`src/rtl/instr_fetch_unit.sv`:
```
// Instruction fetch stage: owns the fetch PC, reads instruction memory over req/ack,
// and buffers words with their PCs for decode. Optional counters under IF_PERF_EN.
module instr_fetch_unit #(
  parameter int unsigned          WORD_SIZE = 16,
  parameter int unsigned          ADDR_SIZE = 16,
  parameter int unsigned          DEPTH     = 2,
  parameter logic [ADDR_SIZE-1:0] RESET_PC  = '0
) (
  input  logic                 DCLK,
  input  logic                 RST,
  output logic                 IM_REQ,
  output logic [ADDR_SIZE-1:0] IM_ADDR,
  input  logic                 IM_ACK,
  input  logic [WORD_SIZE-1:0] IM_RDATA,
  output logic [WORD_SIZE-1:0] I_OUT,
  output logic [ADDR_SIZE-1:0] PC_OUT,
  output logic                 I_VALID,
  input  logic                 I_READY,
  input  logic                 REDIRECT,
  input  logic [ADDR_SIZE-1:0] REDIRECT_PC
`ifdef IF_PERF_EN
  ,
  output logic [15:0]          FETCH_CNT,
  output logic [15:0]          DROP_CNT
`endif
);

  localparam int unsigned CNT_W = $clog2(DEPTH + 1);

  typedef enum logic {S_IDLE, S_REQ} state_e;

  state_e                 state_q, state_d;
  logic [ADDR_SIZE-1:0]   fetch_pc_q, fetch_pc_d;
  logic [ADDR_SIZE-1:0]   addr_q, addr_d;
  logic                   req_q, req_d;
  logic                   drop_q, drop_d;
  logic                   valid_q, valid_d;
  logic [CNT_W-1:0]       count_q, count_d;
  logic [WORD_SIZE-1:0]   word_q [DEPTH];
  logic [WORD_SIZE-1:0]   word_d [DEPTH];
  logic [ADDR_SIZE-1:0]   pc_q   [DEPTH];
  logic [ADDR_SIZE-1:0]   pc_d   [DEPTH];

  logic xfer_c, pop_c, push_c;

  assign xfer_c = req_q & IM_ACK;
  assign pop_c  = valid_q & I_READY;
  assign push_c = xfer_c & ~drop_q & ~REDIRECT;

  // Shift-register FIFO: slot 0 is always the head, unused slots hold zero.
  always_comb begin
    count_d = count_q;
    for (int i = 0; i < DEPTH; i++) begin
      word_d[i] = word_q[i];
      pc_d[i]   = pc_q[i];
    end
    if (REDIRECT) begin
      count_d = '0;
      for (int i = 0; i < DEPTH; i++) begin
        word_d[i] = '0;
        pc_d[i]   = '0;
      end
    end else begin
      if (pop_c) begin
        for (int i = 0; i < DEPTH - 1; i++) begin
          word_d[i] = word_q[i+1];
          pc_d[i]   = pc_q[i+1];
        end
        word_d[DEPTH-1] = '0;
        pc_d[DEPTH-1]   = '0;
        count_d         = count_q - CNT_W'(1);
      end
      if (push_c) begin
        for (int i = 0; i < DEPTH; i++) begin
          if (CNT_W'(i) == count_d) begin
            word_d[i] = IM_RDATA;
            pc_d[i]   = addr_q;
          end
        end
        count_d = count_d + CNT_W'(1);
      end
    end
    valid_d = (count_d != '0);
  end

  // Fetch PC, drop flag, and request issue; issue sees post-pop/push occupancy.
  always_comb begin
    state_d    = state_q;
    fetch_pc_d = fetch_pc_q;
    drop_d     = drop_q;
    req_d      = req_q;
    addr_d     = addr_q;

    case (state_q)
      S_IDLE:  state_d = S_REQ;
      S_REQ:   state_d = S_REQ;
      default: state_d = S_IDLE;
    endcase

    if (REDIRECT) begin
      fetch_pc_d = REDIRECT_PC;
    end else if (push_c) begin
      fetch_pc_d = ADDR_SIZE'(addr_q + ADDR_SIZE'(1));
    end

    if (xfer_c) begin
      drop_d = 1'b0;
    end else if (REDIRECT && req_q) begin
      drop_d = 1'b1;
    end

    if (req_q && !IM_ACK) begin
      req_d  = 1'b1;
      addr_d = addr_q;
    end else begin
      req_d  = (state_d == S_REQ) && (count_d < CNT_W'(DEPTH));
      addr_d = fetch_pc_d;
    end
  end

  always_ff @(posedge DCLK) begin
    if (RST) begin
      state_q    <= S_IDLE;
      fetch_pc_q <= RESET_PC;
      addr_q     <= RESET_PC;
      req_q      <= 1'b0;
      drop_q     <= 1'b0;
      valid_q    <= 1'b0;
      count_q    <= '0;
      for (int i = 0; i < DEPTH; i++) begin
        word_q[i] <= '0;
        pc_q[i]   <= '0;
      end
    end else begin
      state_q    <= state_d;
      fetch_pc_q <= fetch_pc_d;
      addr_q     <= addr_d;
      req_q      <= req_d;
      drop_q     <= drop_d;
      valid_q    <= valid_d;
      count_q    <= count_d;
      for (int i = 0; i < DEPTH; i++) begin
        word_q[i] <= word_d[i];
        pc_q[i]   <= pc_d[i];
      end
    end
  end

  assign IM_REQ  = req_q;
  assign IM_ADDR = addr_q;
  assign I_OUT   = word_q[0];
  assign PC_OUT  = pc_q[0];
  assign I_VALID = valid_q;

`ifdef IF_PERF_EN
  logic [15:0] fetch_cnt_q, fetch_cnt_d;
  logic [15:0] drop_cnt_q, drop_cnt_d;
  logic [15:0] drop_inc_c;

  // Discards are flushed entries plus any response thrown away this cycle.
  always_comb begin
    drop_inc_c = '0;
    if (REDIRECT) begin
      drop_inc_c = 16'(count_q);
    end
    if (xfer_c && (drop_q || REDIRECT)) begin
      drop_inc_c = drop_inc_c + 16'd1;
    end
    drop_cnt_d  = drop_cnt_q + drop_inc_c;
    fetch_cnt_d = fetch_cnt_q + 16'(pop_c && !REDIRECT);
  end

  always_ff @(posedge DCLK) begin
    if (RST) begin
      fetch_cnt_q <= '0;
      drop_cnt_q  <= '0;
    end else begin
      fetch_cnt_q <= fetch_cnt_d;
      drop_cnt_q  <= drop_cnt_d;
    end
  end

  assign FETCH_CNT = fetch_cnt_q;
  assign DROP_CNT  = drop_cnt_q;
`endif

endmodule

```
`config.mk`:
```
export PLATFORM = sky130hd
export DESIGN_NAME = instr_fetch_unit
export DESIGN_NICKNAME = d
export VERILOG_FILES = /design/src/rtl/instr_fetch_unit.sv
export SDC_FILE = /design/constraint.sdc
export NUM_CORES = 1
export LEC_CHECK = 0
export ABC_AREA = 1
export BUFFER_PORTS_ARGS = -buffer_cell sky130_fd_sc_hd__buf_2
export CORE_ASPECT_RATIO = 2
export CORE_MARGIN = 1
export CORE_UTILIZATION = 31
export CTS_CLUSTER_SIZE = 14
export DETAILED_ROUTE_END_ITERATION = 12
export PLACE_DENSITY = 0.55
export SLEW_MARGIN = 20
export SYNTH_ARGS = -nofsm -noshare
export SYNTH_HDL_FRONTEND = slang
export SYNTH_SLANG_ARGS = --single-unit
export TNS_END_PERCENT = 100
```
`constraint.sdc`:
```
create_clock -name DCLK -period 2.95 [get_ports DCLK]
set_clock_uncertainty 0.15 [all_clocks]
set_input_delay 0.4425 -clock DCLK [delete_from_list [all_inputs] [get_ports DCLK]]
set_output_delay 0.4425 -clock DCLK [all_outputs]
set_load 0.05 [all_outputs]
```
==> results of run 1 <==
## synth_stat cells (2+ instances only)
cell type    n  area, µm²
nand2_1    192      720.7
dfxtp_1    101       2022
a21oi_1     48      240.2
o21ai_0     45      225.2
inv_1       44      165.2
nor2_1      43      161.4
buf_4       32      240.2
nand3_1     29      145.1
a311oi_2    20      300.3
clkbuf_1    19      71.32
buf_2       14      70.07
o21ai_1     11      55.05
a31oi_1     10      62.56
inv_2        7      26.28
nand2_2      5      31.28
nor2_4       5      56.30
o211ai_1     5      37.54
ha_1         3      37.54
nand4_1      3      18.77
xor2_1       3      26.28
a311oi_1     2      17.52
buf_1        2      7.510
buf_6        2      22.52
nand2_4      2      22.52
nor2_2       2      12.51
or2_0        2      12.51
or2_1        2      12.51
xnor2_1      2      17.52
## report_power, final
part | switching (µW) | internal [µW]
clock | 529 | 769
combinational | 296 | 118
sequential | 60.1 | 1410
total | 885 | 2300
## sequential cells by signal, indices dropped and copies added, names as in the netlist
name / cells
drop_q: 1
word_q: 32
fetch_pc_q: 16
IM_ADDR: 16
count_q: 2
pc_q: 32
I_VALID: 1
IM_REQ: 1
## worst paths after layout
kind | start | end | slack, ns | cells past startpoint
max | I_VALID | pc_q[0][8] | 0.80 | 9
min | REDIRECT_PC[13] | fetch_pc_q[13] | 0.22 | 3
max reg2reg | I_VALID | pc_q[0][8] | 0.80 | 9
min reg2reg | word_q[0][29] | word_q[0][29] | 0.31 | 2
## cell type report
cell class | count | area, µm²
well taps | 198 | 247.7
fillers | 1675 | 9807
flip-flops and latches | 101 | 2022
clock buffers | 11 | 242.7
repair buffers | 94 | 515.5
inverters | 52 | 197.7
clock inverters | 5 | 81.33
multi-input cells | 440 | 2261
## routing by layer
metal	up-vias	GRT usage	share of wire
met2	91	0.2876	0.52
met1	1907	0.1798	0.43
met5	-	0	0
met4	0	0.05778	0.017
li1	2214	-	-
met3	13	0.02792	0.036
## through the flow
stage | total power [µW] | utilization
after global placement | 1921 | 0.3411
after global routing | 3327 | 0.3621
after detailed placement | 1923 | 0.3411
after floorplan | 1811 | -
after CTS | 3229 | 0.3621
final | 3185 | 0.3621
## logic make-up (layout without fill, tap and decap cells)
kind of cell / Yosys count / count (layout) / share of synthesized area
simple gates: 289 / 289 / 0.2492
compound gates: 143 / 143 / 0.1946
fa+ha+maj: 3 / 3 / 0.007654
xor+xnor: 5 / 5 / 0.008930
buf+inv: 122 / 162 / 0.1273
flops: 101 / 101 / 0.4122
## worst register-to-register path: cells and delay by family (launching register included)
kind,cells,cell delay [ns]
AND/OR/NAND/NOR,5,0.83
buffers and inverters,2,0.33
flip-flops,1,0.34
AO/OA/AOI/OAI,1,0.19
adder cells (fa/ha/maj),1,0.22
==> results.json, run 1 <==
{
  "gp_congestion": 0.7432,
  "period_minus_slack_ns": 2.146,
  "synth-main-ff-cell": "dfxtp_1",
  "synth_edf_count": 0,
  "core_area_mm2": 0.01537,
  "drive_above_1_share": 0.2191,
  "clk_path_buf_depth": 2,
  "post-dp-hpwl_mm": 8.608,
  "drt_iter0_markers": 205,
  "cp_slowest_cell": "dfxtp_1",
  "fmax_ghz": 0.4660,
  "place_area_mm2": 0.005244,
  "status": "completed",
  "syn_area_per_cell_um2": 7.398,
  "grt_antenna_before_repair": 0,
  "cp-end-kind": "flip-flop",
  "mostFrequentLayoutCell": "nand2_1",
  "drv_slew": 0,
  "post-cts-setup-buffers": 0,
  "ios": 87,
  "final_antenna_net_count": 0,
  "cts_inserted_buffers": 9,
  "final_cell_mix": "nand2_1, dfxtp_1, buf_2",
  "ys_types": 36,
  "cts_resized": 0,
  "grt_first_pass_wirelength_mm": 20.51,
  "numClockSinks": 101,
  "postLayoutCellArea_mm2": 0.005568,
  "tightest_slew_ns": 0.8707,
  "seq_area_frac_synth": 0.4122,
  "die_x_um": 90.94,
  "path_cells": "nand2_2 -> or2_1 -> nand2_1 -> inv_1 -> ha_1 -> nand2_4 -> buf_12 -> nor2_1 -> a311oi_2",
  "ir_drop_uv": 264.7,
  "crit_buf_inv": 2,
  "crit_path_max_fanout": 33,
  "nNetsFinal": 738,
  "synth_cells": 663,
  "crit_family": "simple AND/OR/NAND/NOR gates",
  "path_clk_slew_ns": 0.07,
  "worst_slack_ns": 0.8042,
  "grt.total_usage": 0.1575,
  "area_growth_pct": 13.52,
  "drc": 0,
  "cpPeakStageDelay_ns": 0.34,
  "initial_core_util": 0.3190,
  "p_leak_uw": 0.002356,
  "grt_overflow": 0,
  "p_per_area_mw_per_mm2": 572.0,
  "grt_max_degree": 65,
  "place_inst": 885,
  "grt_pass1_vias": 4039,
  "num_vias": 4225,
  "first_pass_iters": 4,
  "ys_ff_latch": 101,
  "hold_buffers": 0,
  "die-height_um": 179.9,
  "fin_cells": 901,
  "path_class": "flip-flop to flip-flop",
  "pre_cts_ws_ns": 0.6194,
  "cap_violations": 0,
  "h-tree-depth": 3,
  "cp.arrival_ns": 2.26,
  "die_area_mm2": 0.01636,
  "whs_ns": 0.2216,
  "required_ns": 3.06,
  "n_antenna_cell": 0,
  "rsz0062_at_grt": "false",
  "cts-root-buf": "clkbuf_16",
  "post-route-period-util": 0.7274,
  "hold_viol": 0,
  "worstSkewPairLatency_ns": 0.35,
  "syn-num-nets": 703,
  "ys_warn_count": 0,
  "relSlewSlack": 0.4189,
  "routed_wl_mm": 12.38,
  "netlist_area_mm2": 0.004905,
  "wl_per_cell_um": 13.74,
  "cts_tree": "built",
  "fin_setup_tns_ns": 0,
  "min_path_type": "input port to flip-flop",
  "startpoint_type": "flip-flop",
  "rows": 64,
  "finalSetupViolCount": 0,
  "vias_per_cell": 4.689,
  "synthArstFlopShare": 0,
  "portBuffers": 86
}
Note: power is estimated with default switching activity, not from simulation.
==> run 2: changes to the inputs <==
--- a/config.mk
+++ b/config.mk
@@ -5,14 +5,14 @@
 export SDC_FILE = /design/constraint.sdc
 export NUM_CORES = 1
 export LEC_CHECK = 0
-export ABC_AREA = 1
+export ABC_AREA = 0
 export BUFFER_PORTS_ARGS = -buffer_cell sky130_fd_sc_hd__buf_2
 export CORE_ASPECT_RATIO = 2
 export CORE_MARGIN = 1
 export CORE_UTILIZATION = 31
 export CTS_CLUSTER_SIZE = 14
 export DETAILED_ROUTE_END_ITERATION = 12
-export PLACE_DENSITY = 0.55
+export PLACE_DENSITY = 0.57
 export SLEW_MARGIN = 20
 export SYNTH_ARGS = -nofsm -noshare
 export SYNTH_HDL_FRONTEND = slang
==> constraint.sdc (replaced) <==
create_clock -name DCLK -period 1.8 [get_ports DCLK]
set_clock_uncertainty 0.15 [all_clocks]
set_input_delay 0.27 -clock DCLK [delete_from_list [all_inputs] [get_ports DCLK]]
set_output_delay 0.27 -clock DCLK [all_outputs]
set_load 0.05 [all_outputs]
==> run 2 against run 1 <==
Net effect:
- sequential power grew 62%
- combinational power increased by 94%
- hold slack worse by 0.20 ns
- final area up 7.3%
- worst setup slack worse by 0.73 ns
- sequential cell count stayed put
- first-iteration DRC count shrank 22%
- utilization is 3.1 points higher
- highest routed layer unchanged
- critical endpoint is now I_VALID
==> results.json, run 2 <==
{
  "status": "completed",
  "initial_core_util": 0.3169,
  "numClockSinks": 101,
  "gp_congestion": 0.7488,
  "cts_inserted_buffers": 9,
  "fmax_ghz": 0.5779,
  "num_vias": 4344,
  "tightest_slew_ns": 0.5328,
  "area_growth_pct": 23.93,
  "hold_depth": 3,
  "synthArstFlopShare": 0,
  "nNetsFinal": 692,
  "synthTopCellsByArea": "dfxtp_1, nand3_1, nand2_1",
  "seq_area_frac_synth": 0.4194,
  "syn_area_per_cell_um2": 8.008,
  "synth-main-ff-cell": "dfxtp_1",
  "hold_viol": 0,
  "startpoint_type": "flip-flop",
  "rows": 64,
  "routed_wl_mm": 12.90,
  "reg_top3": "pc_q: 32 flops, word_q: 32 flops",
  "period_minus_slack_ns": 1.730,
  "finalSetupViolCount": 0,
  "drive_above_1_share": 0.2968,
  "utilization": 0.3927,
  "vias_per_cell": 5.081,
  "wl_per_cell_um": 15.09,
  "mostFrequentLayoutCell": "dfxtp_1",
  "post-dp-hpwl_mm": 8.649,
  "portBuffers": 86,
  "worstRegToRegCells": 8,
  "cp.arrival_ns": 1.31,
  "ir_drop_uv": 495.5,
  "grt_max_degree": 68,
  "grt_overflow": 0,
  "r2r_slack_ns": 0.07,
  "cp-end-kind": "primary output",
  "pre_cts_ws_ns": -0.08700,
  "cap_violations": 0,
  "path_clk_slew_ns": 0.07,
  "required_ns": 1.38,
  "worst_slack_ns": 0.06971,
  "cts_tree": "built",
  "cts-root-buf": "clkbuf_16",
  "drv_slew": 0,
  "die_x_um": 90.18,
  "synthTopCellsByCount": "dfxtp_1, nand2_1, nand3_1",
  "ys_types": 50,
  "synth_top_area_cell": "dfxtp_1",
  "post-route-period-util": 0.9613,
  "hold_buffers": 0,
  "grt_pass1_vias": 4048,
  "h-tree-depth": 3,
  "synth.most_common_cell": "dfxtp_1",
  "die_area_mm2": 0.01608,
  "core_area_mm2": 0.01521,
  "clk_path_buf_depth": 2,
  "grt_antenna_before_repair": 0,
  "worstSkewPairLatency_ns": 0.34,
  "min_path_type": "input port to flip-flop",
  "relSlewSlack": 0.6448,
  "yosysTopAreaCellShare": 0.4194,
  "netlist_area_mm2": 0.004821,
  "first_pass_iters": 5,
  "die-height_um": 178.4,
  "final_antenna_net_count": 0,
  "grt.total_usage": 0.1560,
  "drc": 0,
  "path_class": "flip-flop to primary output",
  "synth_cells": 602,
  "postLayoutCellArea_mm2": 0.005974,
  "ys_ff_latch": 101,
  "p_leak_uw": 0.002257,
  "final_cell_mix": "dfxtp_1, buf_2, nand2_1",
  "rsz0062_at_grt": "true",
  "n_antenna_cell": 0,
  "p_per_area_mw_per_mm2": 901.8,
  "place_area_mm2": 0.005475,
  "syn-num-nets": 642,
  "ys_warn_count": 0,
  "ios": 87,
  "drt_iter0_markers": 160,
  "crit_path_max_fanout": 33,
  "synth_edf_count": 0,
  "grt_first_pass_wirelength_mm": 20.09
}
-- run 2: cell type report --
| class | instances | area [µm²] |
|---|---|---|
| tap | 198 | 247.7 |
| clock inverter | 7 | 113.9 |
| multi-input combinational | 407 | 2466 |
| fill | 1582 | 9240 |
| clock buffer | 9 | 225.2 |
| timing repair buffer | 125 | 830.8 |
| inverter | 8 | 30.03 |
| sequential | 101 | 2061 |
-- run 2: cell families (layout without fill, tap and decap cells) --
logic type | count (synthesis) | count (layout) | synth area share
flip-flops | 101 | 101 | 0.4194
AND/OR/NAND/NOR | 265 | 267 | 0.2606
multiplexers | 5 | 5 | 0.01142
AO/OA/AOI/OAI | 121 | 121 | 0.1723
adder cells (fa/ha/maj) | 3 | 3 | 0.007787
buffers and inverters | 96 | 149 | 0.1085
XOR/XNOR | 11 | 11 | 0.01998
-- run 2: report_power, final --
group | total (µW) | internal, µW | switching, µW | leakage (µW)
logic | 802 | 283 | 518 | 0.00127
clock network | 2200 | 1350 | 853 | 0.000159
registers | 2380 | 2310 | 67.1 | 0.000830
-- run 2: what timing repair did --
item	in CTS	in global routing
setup endpoints to repair	22	71
resized for setup	2	17
setup buffers	0	3
cloned	0	3
pin swaps	1	13
-- run 2: final timing paths --
check / start / to
max: I_VALID / I_VALID
min: IM_RDATA[6] / word_q[0][22]
max reg2reg: I_VALID / pc_q[0][3]
min reg2reg: pc_q[0][24] / pc_q[0][24]
-- run 2: stage by stage --
step | TNS (ns) | cells | power, µW | hold WS, ns
after floorplan | -2.125 | 602 | 2986 | 0.2159
after global placement | -0.06382 | 833 | 3188 | 0.3033
after detailed placement | -1.910 | 833 | 3203 | 0.3091
after CTS | -0.02986 | 849 | 5408 | 0.01448
after global routing | -0.07817 | 855 | 5599 | 0.02533
final | 0 | 855 | 5388 | 0.02151
-- run 2: per-layer routing --
| metal | up-vias | GRT usage | part of all wire |
|---|---|---|---|
| met5 | - | 0 | 0 |
| met2 | 104 | 0.2913 | 0.55 |
| li1 | 2181 | - | - |
| met4 | 0 | 0.06653 | 0.020 |
| met3 | 12 | 0.02643 | 0.037 |
| met1 | 2047 | 0.1720 | 0.40 |
-- run 2: worst max-delay path: stages (launching register included) --
cell	delay, ns
dfxtp_4	0.36
buf_4	0.33
buf_4	0.28
